--- config.mk ---
export PLATFORM = sky130hd
export DESIGN_NAME = tree_node_sched
export DESIGN_NICKNAME = d
export VERILOG_FILES = /design/src/rtl/tree_node_sched.sv
export SDC_FILE = /design/constraint.sdc
export NUM_CORES = 1
export LEC_CHECK = 0
export CAP_MARGIN = 10
export CORE_MARGIN = 2
export CORE_UTILIZATION = 47
export CTS_CLUSTER_DIAMETER = 50
export DETAILED_ROUTE_END_ITERATION = 16
export GPL_TIMING_DRIVEN = 0
export PLACE_DENSITY = 0.95
export SLEW_MARGIN = 10
export SYNTH_ARGS = -nofsm -noshare
export SYNTH_HDL_FRONTEND = slang
export SYNTH_SLANG_ARGS = --single-unit
--- constraint.sdc ---
create_clock -name clk -period 7.3 [get_ports clk]
set_input_delay 1.46 -clock clk [delete_from_list [all_inputs] [get_ports clk]]
set_output_delay 1.46 -clock clk [all_outputs]
set_load 0.01 [all_outputs]
--- src/rtl/tree_node_sched.sv ---
// Round-robin burst scheduler for one upward merge point of the tree NoC.
// Arbitrates FWFT input buffers onto one registered {valid, payload} output word.
module tree_node_sched #(
    parameter int unsigned n_ports    = 4,
    parameter int unsigned word_width = 16,
    parameter int unsigned burst_max  = 4,
    parameter int unsigned stall_w    = 16
) (
    input  logic                                clk,
    input  logic                                rst,
    input  logic [n_ports-1:0]                  req,
    input  logic [n_ports*(word_width-1)-1:0]   data_in,
    input  logic                                busy,
    input  logic                                stall_clr,
    output logic [n_ports-1:0]                  rd,
    output logic [word_width-1:0]               out,
    output logic [$clog2(n_ports)-1:0]          grant_idx,
    output logic [stall_w-1:0]                  stall_cycles
);

    localparam int unsigned PW   = word_width - 1;
    localparam int unsigned IdxW = $clog2(n_ports);
    localparam int unsigned CntW = (burst_max > 1) ? $clog2(burst_max) : 1;

    typedef enum logic [1:0] {StIdle, StSend, StStall} state_e;

    state_e                state_q, state_d;
    logic [word_width-1:0] out_q, out_d;
    logic [IdxW-1:0]       grant_q, grant_d;
    logic [IdxW-1:0]       last_q, last_d;
    logic [IdxW-1:0]       win_idx;
    logic [CntW-1:0]       burst_q, burst_d;
    logic                  last_vld_q, last_vld_d;
    logic [stall_w-1:0]    stall_q, stall_d;
    logic                  out_valid, load, found, keep_last;

    assign out_valid = out_q[word_width-1];
    assign load      = ~out_valid | ~busy;

    // last_vld_q blocks burst continuation until a real grant exists, so that
    // after reset port 0 wins first rather than the reset value of last.
    always_comb begin : win_search
        int j;
        j         = 0;
        keep_last = last_vld_q && req[last_q] && (int'(burst_q) < int'(burst_max) - 1);
        found     = 1'b0;
        win_idx   = last_q;
        if (keep_last) begin
            found = 1'b1;
        end else begin
            for (int k = 1; k <= int'(n_ports); k++) begin
                j = int'(last_q) + k;
                if (j >= int'(n_ports)) begin
                    j = j - int'(n_ports);
                end
                if (!found && req[j]) begin
                    found   = 1'b1;
                    win_idx = IdxW'(j);
                end
            end
        end
    end

    always_comb begin
        rd = '0;
        if (!rst && load && found) begin
            rd[win_idx] = 1'b1;
        end
    end

    always_comb begin
        state_d    = state_q;
        out_d      = out_q;
        grant_d    = grant_q;
        last_d     = last_q;
        last_vld_d = last_vld_q;
        burst_d    = burst_q;
        stall_d    = stall_q;

        if (load) begin
            if (found) begin
                out_d      = {1'b1, data_in[int'(win_idx)*int'(PW) +: PW]};
                grant_d    = win_idx;
                last_d     = win_idx;
                last_vld_d = 1'b1;
                burst_d    = keep_last ? burst_q + CntW'(1) : '0;
                state_d    = StSend;
            end else begin
                out_d[word_width-1] = 1'b0;
                state_d             = StIdle;
            end
        end else begin
            state_d = StStall;
        end

        if (stall_clr) begin
            stall_d = '0;
        end else if (out_valid && busy && (stall_q != '1)) begin
            stall_d = stall_q + stall_w'(1);
        end
    end

    always_ff @(posedge clk) begin
        if (rst) begin
            state_q    <= StIdle;
            out_q      <= '0;
            grant_q    <= '0;
            last_q     <= IdxW'(n_ports - 1);
            last_vld_q <= 1'b0;
            burst_q    <= '0;
            stall_q    <= '0;
        end else begin
            state_q    <= state_d;
            out_q      <= out_d;
            grant_q    <= grant_d;
            last_q     <= last_d;
            last_vld_q <= last_vld_d;
            burst_q    <= burst_d;
            stall_q    <= stall_d;
        end
    end

    assign out          = out_q;
    assign grant_idx    = grant_q;
    assign stall_cycles = stall_q;

endmodule

==> summary.md, run 1 <==
| Metric | Value |
|---|---|
| Status | `completed` |
| Slowest stage delay, CP | `0.57 ns` |
| Slew margin rel. | `46.43%` |
| IO buf count | `102` |
| Slowest cell on crit path | `clkdlybuf4s50_1` |
| Die width | `77.50 um` |
| Clock Path Buffers | `2` |
| Number of flops mapped to enable cells by yosys | `0` |
| Top_reg_cell synth | `dfxtp_1` |
| Switching power | `228.3 uW` |
| Worst endpoint required time | `5.84 ns` |
| Post-synth ARST share | `0%` |
| R2R Path Start | `burst_q[0]` |
| Fmax | `176.0 MHz` |
| PwrDens | `197.6 nW/um^2` |
| Internal power | `518.5 uW` |
| Total CTS buffers | `5` |
| Core Rows | `26` |
| Critical path class | `input port to primary output` |
| Clk slew on worst S/H paths | `0.07 ns` |
| Largest net degree at the start of global routing | `13` |
| Routed via count | `2788` |
| Hold Path Origin | `burst_q[0]` |
| Worst VDD drop | `0.0001351 V` |
| Post-CTS Resized | `0` |
| Post-route ant nets | `0` |
| R2r worst-path depth | `7` |
| Cts hold-fix bufs | `0` |
| CTS tree | `yes` |
| Worst-skew pair later-pin latency | `0.29 ns` |
| Worst-path fanout max | `10` |
| N_diodes | `0` |
| Worst-Margin Slew | `0.7975 ns` |
| Delay-heaviest family, CP | `buffers and inverters` |
| Crit path buffers/inverters | `4` |
| Final hold violation count | `0` |
| Setup TNS | `0 ns` |
| Clock share of power | `28.4%` |
| DR WL/cell | `15.95 um` |
| DRC | `0` |
| Leak | `1.477 nW` |
| RSZ-0062 raised after global routing | `no` |
| First-pass GRT wire length | `12620 um` |
| Layout cells sized above 1 | `5.665%` |
| Core Area | `5172 um^2` |
| Final setup vio count | `0` |
| Hold Slack | `0.4841 ns` |
| Sequential Power Share | `32.8%` |
| Seq/Total Area, Yosys | `30.75%` |
| Placed instance count | `468` |
| Tot GR Track Use | `25.63%` |
| Num Clock Sinks | `39` |
| CP Capture Type | `primary output` |
| Nets | `475` |
| Arr. time, crit path | `4.22 ns` |
| Yosys warnings | `0` |
| Most frequent CP cell | `clkdlybuf4s50_1` |
| Worst Hold Depth | `2` |
| Min Tclk post-route | `5.681 ns` |
| Commonest non-fill, non-tap cell in the layout | `clkdlybuf4s50_1` |
| Total die area | `6005 um^2` |
| Die Y | `77.50 um` |
| # IOs | `106` |
| Final Power | `746.8 uW` |
| Cells after synthesis | `296` |
| Switching Share | `30.57%` |
| Crit path cell chain | `clkdlybuf4s50_1 -> mux2_4 -> mux2i_1 -> o21ba_1 -> buf_6 -> o21ai_4 -> buf_2 -> nor3b_1 -> clkdlybuf4s50_1` |
| H-tree depth | `2` |
| Vias in the first global route | `2749` |
| First-pass detailed-route iteration total | `5` |
| Max-Cap Viols | `0` |
| Reg2reg end | `out[12]` |
| Hold EP | `burst_q[0]` |
| Post-Route WL | `7593 um` |
| Worst hold path class | `flip-flop to flip-flop` |
| Area of the mapped netlist | `2539 um^2` |
| Initial Utilization | `49.08%` |
| DP Wirelength | `5839 um` |
| Combinational share of power | `38.8%` |
| Avg Cell Area, Syn | `8.577 um^2` |
| Most frequent cells in the layout | `clkdlybuf4s50_1 (102), dfxtp_1 (39), nor2_1 (33)` |
| Area delta synth->final | `48.89%` |
| # Post-CTS Setup Buffers | `0` |
| Period utilization | `77.82%` |
| Vias/cell | `5.857` |
| Slew Viols, Final | `0` |
| RePlAce Congestion | `0.8327` |
| Root Buffer | `clkbuf_8` |
| Reg2reg setup slack | `4.76 ns` |
| Non-filler cells, final | `476` |
| Initial antenna violation count | `0` |
| Overflow after GRT | `0` |
| Seq cells post-synth | `39` |
| Worst clock skew | `0.006832 ns` |
| Syn nets | `366` |
| DRT iter0 DRCs | `193` |
| Library cells used by synthesis | `51` |
| Critical Path Start Type | `input port` |
logic make-up (layout without fill, tap and decap cells):
logic type | Yosys count | after routing | synth area share, %
XOR/XNOR | 14 | 14 | 4.830
adder cells (fa/ha/maj) | 2 | 2 | 0.9855
AND/OR/NAND/NOR | 98 | 98 | 19.12
buffers and inverters | 27 | 137 | 6.160
multiplexers | 20 | 20 | 8.280
AO/OA/AOI/OAI | 96 | 96 | 29.87
flip-flops | 39 | 39 | 30.75
final cells by class:
| cell class | instances | area, um^2 |
|---|---|---|
| inverters | 4 | 15.01 |
| multi-input cells | 230 | 1602 |
| clock buffers | 6 | 72.57 |
| well taps | 70 | 87.58 |
| fillers | 383 | 1393 |
| plain buffers | 23 | 141.4 |
| flip-flops and latches | 39 | 780.7 |
| repair buffers | 102 | 1021 |
| clock inverters | 2 | 60.06 |
power groups by stage:
stage / combinational (mW) / clock (mW) / sequential (mW)
6_report: 0.289 / 0.212 / 0.245
5_1_grt: 0.312 / 0.225 / 0.247
4_1_cts: 0.288 / 0.215 / 0.245
3_5_place_dp: 0.286 / 0 / 0.249
3_3_place_gp: 0.278 / 0 / 0.248
2_1_floorplan: 0.163 / 0 / 0.257
Yosys cell counts (2+ instances only):
cell type / instances / share of area [%]
a211o_1: 3 / 1.0
nand3_1: 8 / 1.6
or3_1: 2 / 0.49
o32ai_1: 4 / 1.4
nor3_1: 8 / 1.6
nand2b_1: 4 / 0.99
xnor2_1: 4 / 1.4
a211oi_1: 27 / 8.0
a2111oi_0: 2 / 0.69
mux2_4: 2 / 1.2
inv_1: 4 / 0.59
o211a_1: 13 / 5.1
clkbuf_1: 11 / 1.6
nand2_1: 14 / 2.1
o22a_1: 2 / 0.69
buf_6: 5 / 2.2
o21a_1: 4 / 1.2
and4_1: 2 / 0.69
nor2b_1: 5 / 1.2
mux2i_1: 18 / 7.1
dfxtp_1: 39 / 31
xor2_1: 10 / 3.4
and3_1: 4 / 0.99
nor4_1: 3 / 0.74
buf_2: 5 / 0.99
a311oi_1: 2 / 0.69
and2_1: 4 / 0.99
ha_1: 2 / 0.99
nor2_1: 33 / 4.9
o21bai_1: 16 / 4.7
nand3b_1: 3 / 0.89
nand4_1: 5 / 1.2
a21oi_1: 10 / 2.0
metal layers:
metal / global-route usage, % / vias to the layer above / part of all wire (%)
met5: 0 / - / 0
met4: 10.54 / 0 / 3.4
met3: 6.628 / 27 / 7.5
met2: 46.00 / 144 / 51
met1: 28.66 / 1289 / 38
li1: - / 1328 / -
tightest hold or removal path, delay by kind of cell, from the launching register on:
kind	cells	cell delay, ns
simple gates	1	0.06
flops	1	0.32
compound gates	1	0.06
flip-flops by register name, indices dropped and copies added, names as in the netlist:
register / cells
grant_idx: 2
out: 16
last_vld_q: 1
last_q: 2
burst_q: 2
stall_cycles: 16
metrics by stage:
stage	utilization [%]	area, um^2	setup WS, ns
2_1_floorplan	-	2539	2.754
3_3_place_gp	70.51	3647	1.726
3_5_place_dp	70.51	3647	1.653
4_1_cts	73.08	3780	1.634
5_1_grt	73.08	3780	1.438
6_report	73.08	3780	1.619
how the worst max path moves through the flow:
stage / from / end / cells past startpoint
2_1_floorplan: req[0] / rd[3] / 8
3_3_place_gp: req[2] / rd[3] / 9
3_5_place_dp: req[2] / rd[3] / 9
4_1_cts: req[2] / rd[3] / 9
5_1_grt: req[2] / rd[3] / 9
6_report: req[2] / rd[3] / 9
Power figures use the tool's default switching activity.
==> run 2: changes to the inputs <==
--- a/config.mk
+++ b/config.mk
@@ -7,11 +7,11 @@
 export LEC_CHECK = 0
 export CAP_MARGIN = 10
 export CORE_MARGIN = 2
-export CORE_UTILIZATION = 47
+export CORE_UTILIZATION = 43
 export CTS_CLUSTER_DIAMETER = 50
 export DETAILED_ROUTE_END_ITERATION = 16
 export GPL_TIMING_DRIVEN = 0
-export PLACE_DENSITY = 0.95
+export PLACE_DENSITY = 0.9
 export SLEW_MARGIN = 10
 export SYNTH_ARGS = -nofsm -noshare
 export SYNTH_HDL_FRONTEND = slang
==> constraint.sdc (replaced) <==
create_clock -name clk -period 5.75 [get_ports clk]
set_input_delay 1.15 -clock clk [delete_from_list [all_inputs] [get_ports clk]]
set_output_delay 1.15 -clock clk [all_outputs]
set_load 0.01 [all_outputs]
==> run 2 against run 1 <==
Against the previous run: worst hold slack gained 0.0054 ns; clock skew shrank 0.0038 ns; combinational power up 27%; sequential share of layout area barely moved; power grew 27%; count of clock-buffer cells in the layout stayed put; design area hardly changed.
==> summary.md, run 2 (synthesized netlist as in run 1, its figures left out) <==
| Metric | Value |
|---|---|
| Overflow after GRT | `0 (unchanged)` |
| Placed instance count | `470 (+0.43%)` |
| Crit path cell chain | `clkdlybuf4s50_1 -> mux2_4 -> mux2i_1 -> o21ba_1 -> buf_6 -> o21ai_4 -> buf_2 -> nor3b_1 -> clkdlybuf4s50_1` |
| # Post-CTS Setup Buffers | `0 (unchanged)` |
| Clk slew on worst S/H paths | `0.08 ns (about the same)` |
| Status | `completed` |
| Final hold violation count | `0 (unchanged)` |
| Final setup vio count | `0 (unchanged)` |
| Total die area | `6534 um^2 (+8.8%)` |
| Worst hold path class | `flip-flop to flip-flop` |
| DRC | `0 (unchanged)` |
| Vias/cell | `5.718 (-2.4%)` |
| Hold Slack | `0.4895 ns (+0.005409 ns)` |
| DRT iter0 DRCs | `132 (-32%)` |
| Setup TNS | `0 ns (unchanged)` |
| Slew Viols, Final | `0 (unchanged)` |
| Final Power | `949.7 uW (+27%)` |
| RSZ-0062 raised after global routing | `no` |
| Worst-path fanout max | `10 (unchanged)` |
| Cts hold-fix bufs | `0 (unchanged)` |
| Max-Cap Viols | `0 (unchanged)` |
| Post-CTS Resized | `0 (unchanged)` |
| Post-Route WL | `7618 um (+0.33%)` |
| Critical path class | `input port to primary output` |
| Worst-skew pair later-pin latency | `0.29 ns (about the same)` |
| Layout cells sized above 1 | `5.665% (unchanged)` |
| DP Wirelength | `5848 um (+0.16%)` |
| # IOs | `106 (unchanged)` |
| Vias in the first global route | `2713 (-1.3%)` |
| Initial antenna violation count | `0 (unchanged)` |
| Nets | `475 (unchanged)` |
| Non-filler cells, final | `478 (+0.42%)` |
| Worst-Margin Slew | `0.8084 ns (+0.01088 ns)` |
| Worst VDD drop | `0.0001877 V (+39%)` |
| Min Tclk post-route | `5.023 ns` |
| Initial Utilization | `45.27% (-3.8 points)` |
| RePlAce Congestion | `0.8468 (+1.7%)` |
| Critical Path Start Type | `input port` |
| PwrDens | `251.1 nW/um^2 (+27%)` |
| Core Rows | `27 (+3.8%)` |
| Clock Path Buffers | `2 (unchanged)` |
| Leak | `1.477 nW (unchanged)` |
| Arr. time, crit path | `3.87 ns (-0.35 ns)` |
| IO buf count | `102 (unchanged)` |
| Finished layout cell area | `3782 um^2 (about the same)` |
| H-tree depth | `2 (unchanged)` |
| Core Area | `5608 um^2 (+8.4%)` |
| Root Buffer | `clkbuf_8` |
| Area delta synth->final | `48.99% (about the same)` |
| Die Y | `80.84 um (+4.3%)` |
| Worst clock skew | `0.003035 ns (-0.003797 ns)` |
| Post-route ant nets | `0 (unchanged)` |
| Routed via count | `2733 (-2.0%)` |
| Tot GR Track Use | `23.93% (-1.7 points)` |
| CP Capture Type | `primary output` |
| Most frequent CP cell | `clkdlybuf4s50_1` |
| N_diodes | `0 (unchanged)` |
| Placed Area | `3650 um^2 (about the same)` |
| Worst slack at placement | `0.7451 ns (-0.9083 ns)` |
| Fmax | `199.1 MHz` |
| Slowest stage delay, CP | `0.58 ns (about the same)` |
| Largest net degree at the start of global routing | `13 (unchanged)` |
| Slew margin rel. | `45.69% (-0.73 points)` |
| DR WL/cell | `15.94 um (about the same)` |
| Commonest non-fill, non-tap cell in the layout | `clkdlybuf4s50_1` |
| CTS tree | `yes` |
| Most frequent cells in the layout | `clkdlybuf4s50_1 (102), dfxtp_1 (39), nor2_1 (33)` |
| Die width | `80.84 um (+4.3%)` |
| Worst endpoint required time | `4.60 ns (-1.24 ns)` |
| First-pass detailed-route iteration total | `4 (-1)` |
| First-pass GRT wire length | `12340 um (-2.2%)` |
| Slowest cell on crit path | `clkdlybuf4s50_1` |
| Final worst setup slack | `0.7271 ns (-0.8924 ns)` |
| Num Clock Sinks | `39 (unchanged)` |
| Total CTS buffers | `5 (unchanged)` |
| Period utilization | `87.36%` |
| Util after Layout | `67.45% (-5.6 points)` |
## run 2: where the power goes
part	leakage (nW)	total, mW	switching [mW]	internal (mW)
Sequential	0.320	0.312	0.0155	0.296
Combinational	1.09	0.366	0.177	0.189
Clock	0.0654	0.272	0.0987	0.174
## run 2: cell type report
type,instances,area [um^2]
clock inverters,2,60.06
multi-input cells,230,1602
inverters,4,15.01
well taps,72,90.09
clock buffers,6,72.57
plain buffers,23,141.4
fillers,471,1826
repair buffers,102,1021
flip-flops and latches,39,780.7
## run 2: worst paths after layout
kind           endpoint  depth (start not counted)  startpoint  slack, ns
max               rd[3]                          9      req[2]       0.73
min          burst_q[0]                          2  burst_q[0]       0.49
max reg2reg      out[9]                          7   last_q[0]       3.20
min reg2reg  burst_q[0]                          2  burst_q[0]       0.49
## run 2: critical path, delay by kind of cell
family	cells	cell delay [ns]
buffers and inverters	4	1.51
multiplexers	2	0.59
AO/OA/AOI/OAI	2	0.40
AND/OR/NAND/NOR	1	0.20
## run 2: per-layer routing
metal | track usage, % | vias up | share of wire, %
met5 | 0 | - | 0
met4 | 8.644 | 0 | 2.5
met3 | 5.222 | 18 | 6.4
met2 | 44.71 | 103 | 53
met1 | 26.38 | 1281 | 38
li1 | - | 1331 | -
==> run 3: changes to the inputs <==
--- a/config.mk
+++ b/config.mk
@@ -12,6 +12,7 @@
 export DETAILED_ROUTE_END_ITERATION = 16
 export GPL_TIMING_DRIVEN = 0
 export PLACE_DENSITY = 0.9
+export SETUP_SLACK_MARGIN = 0.1
 export SLEW_MARGIN = 10
 export SYNTH_ARGS = -nofsm -noshare
 export SYNTH_HDL_FRONTEND = slang
==> results of run 3 <==
No change in the layout: final DEF, timing and power equal those of run 2.
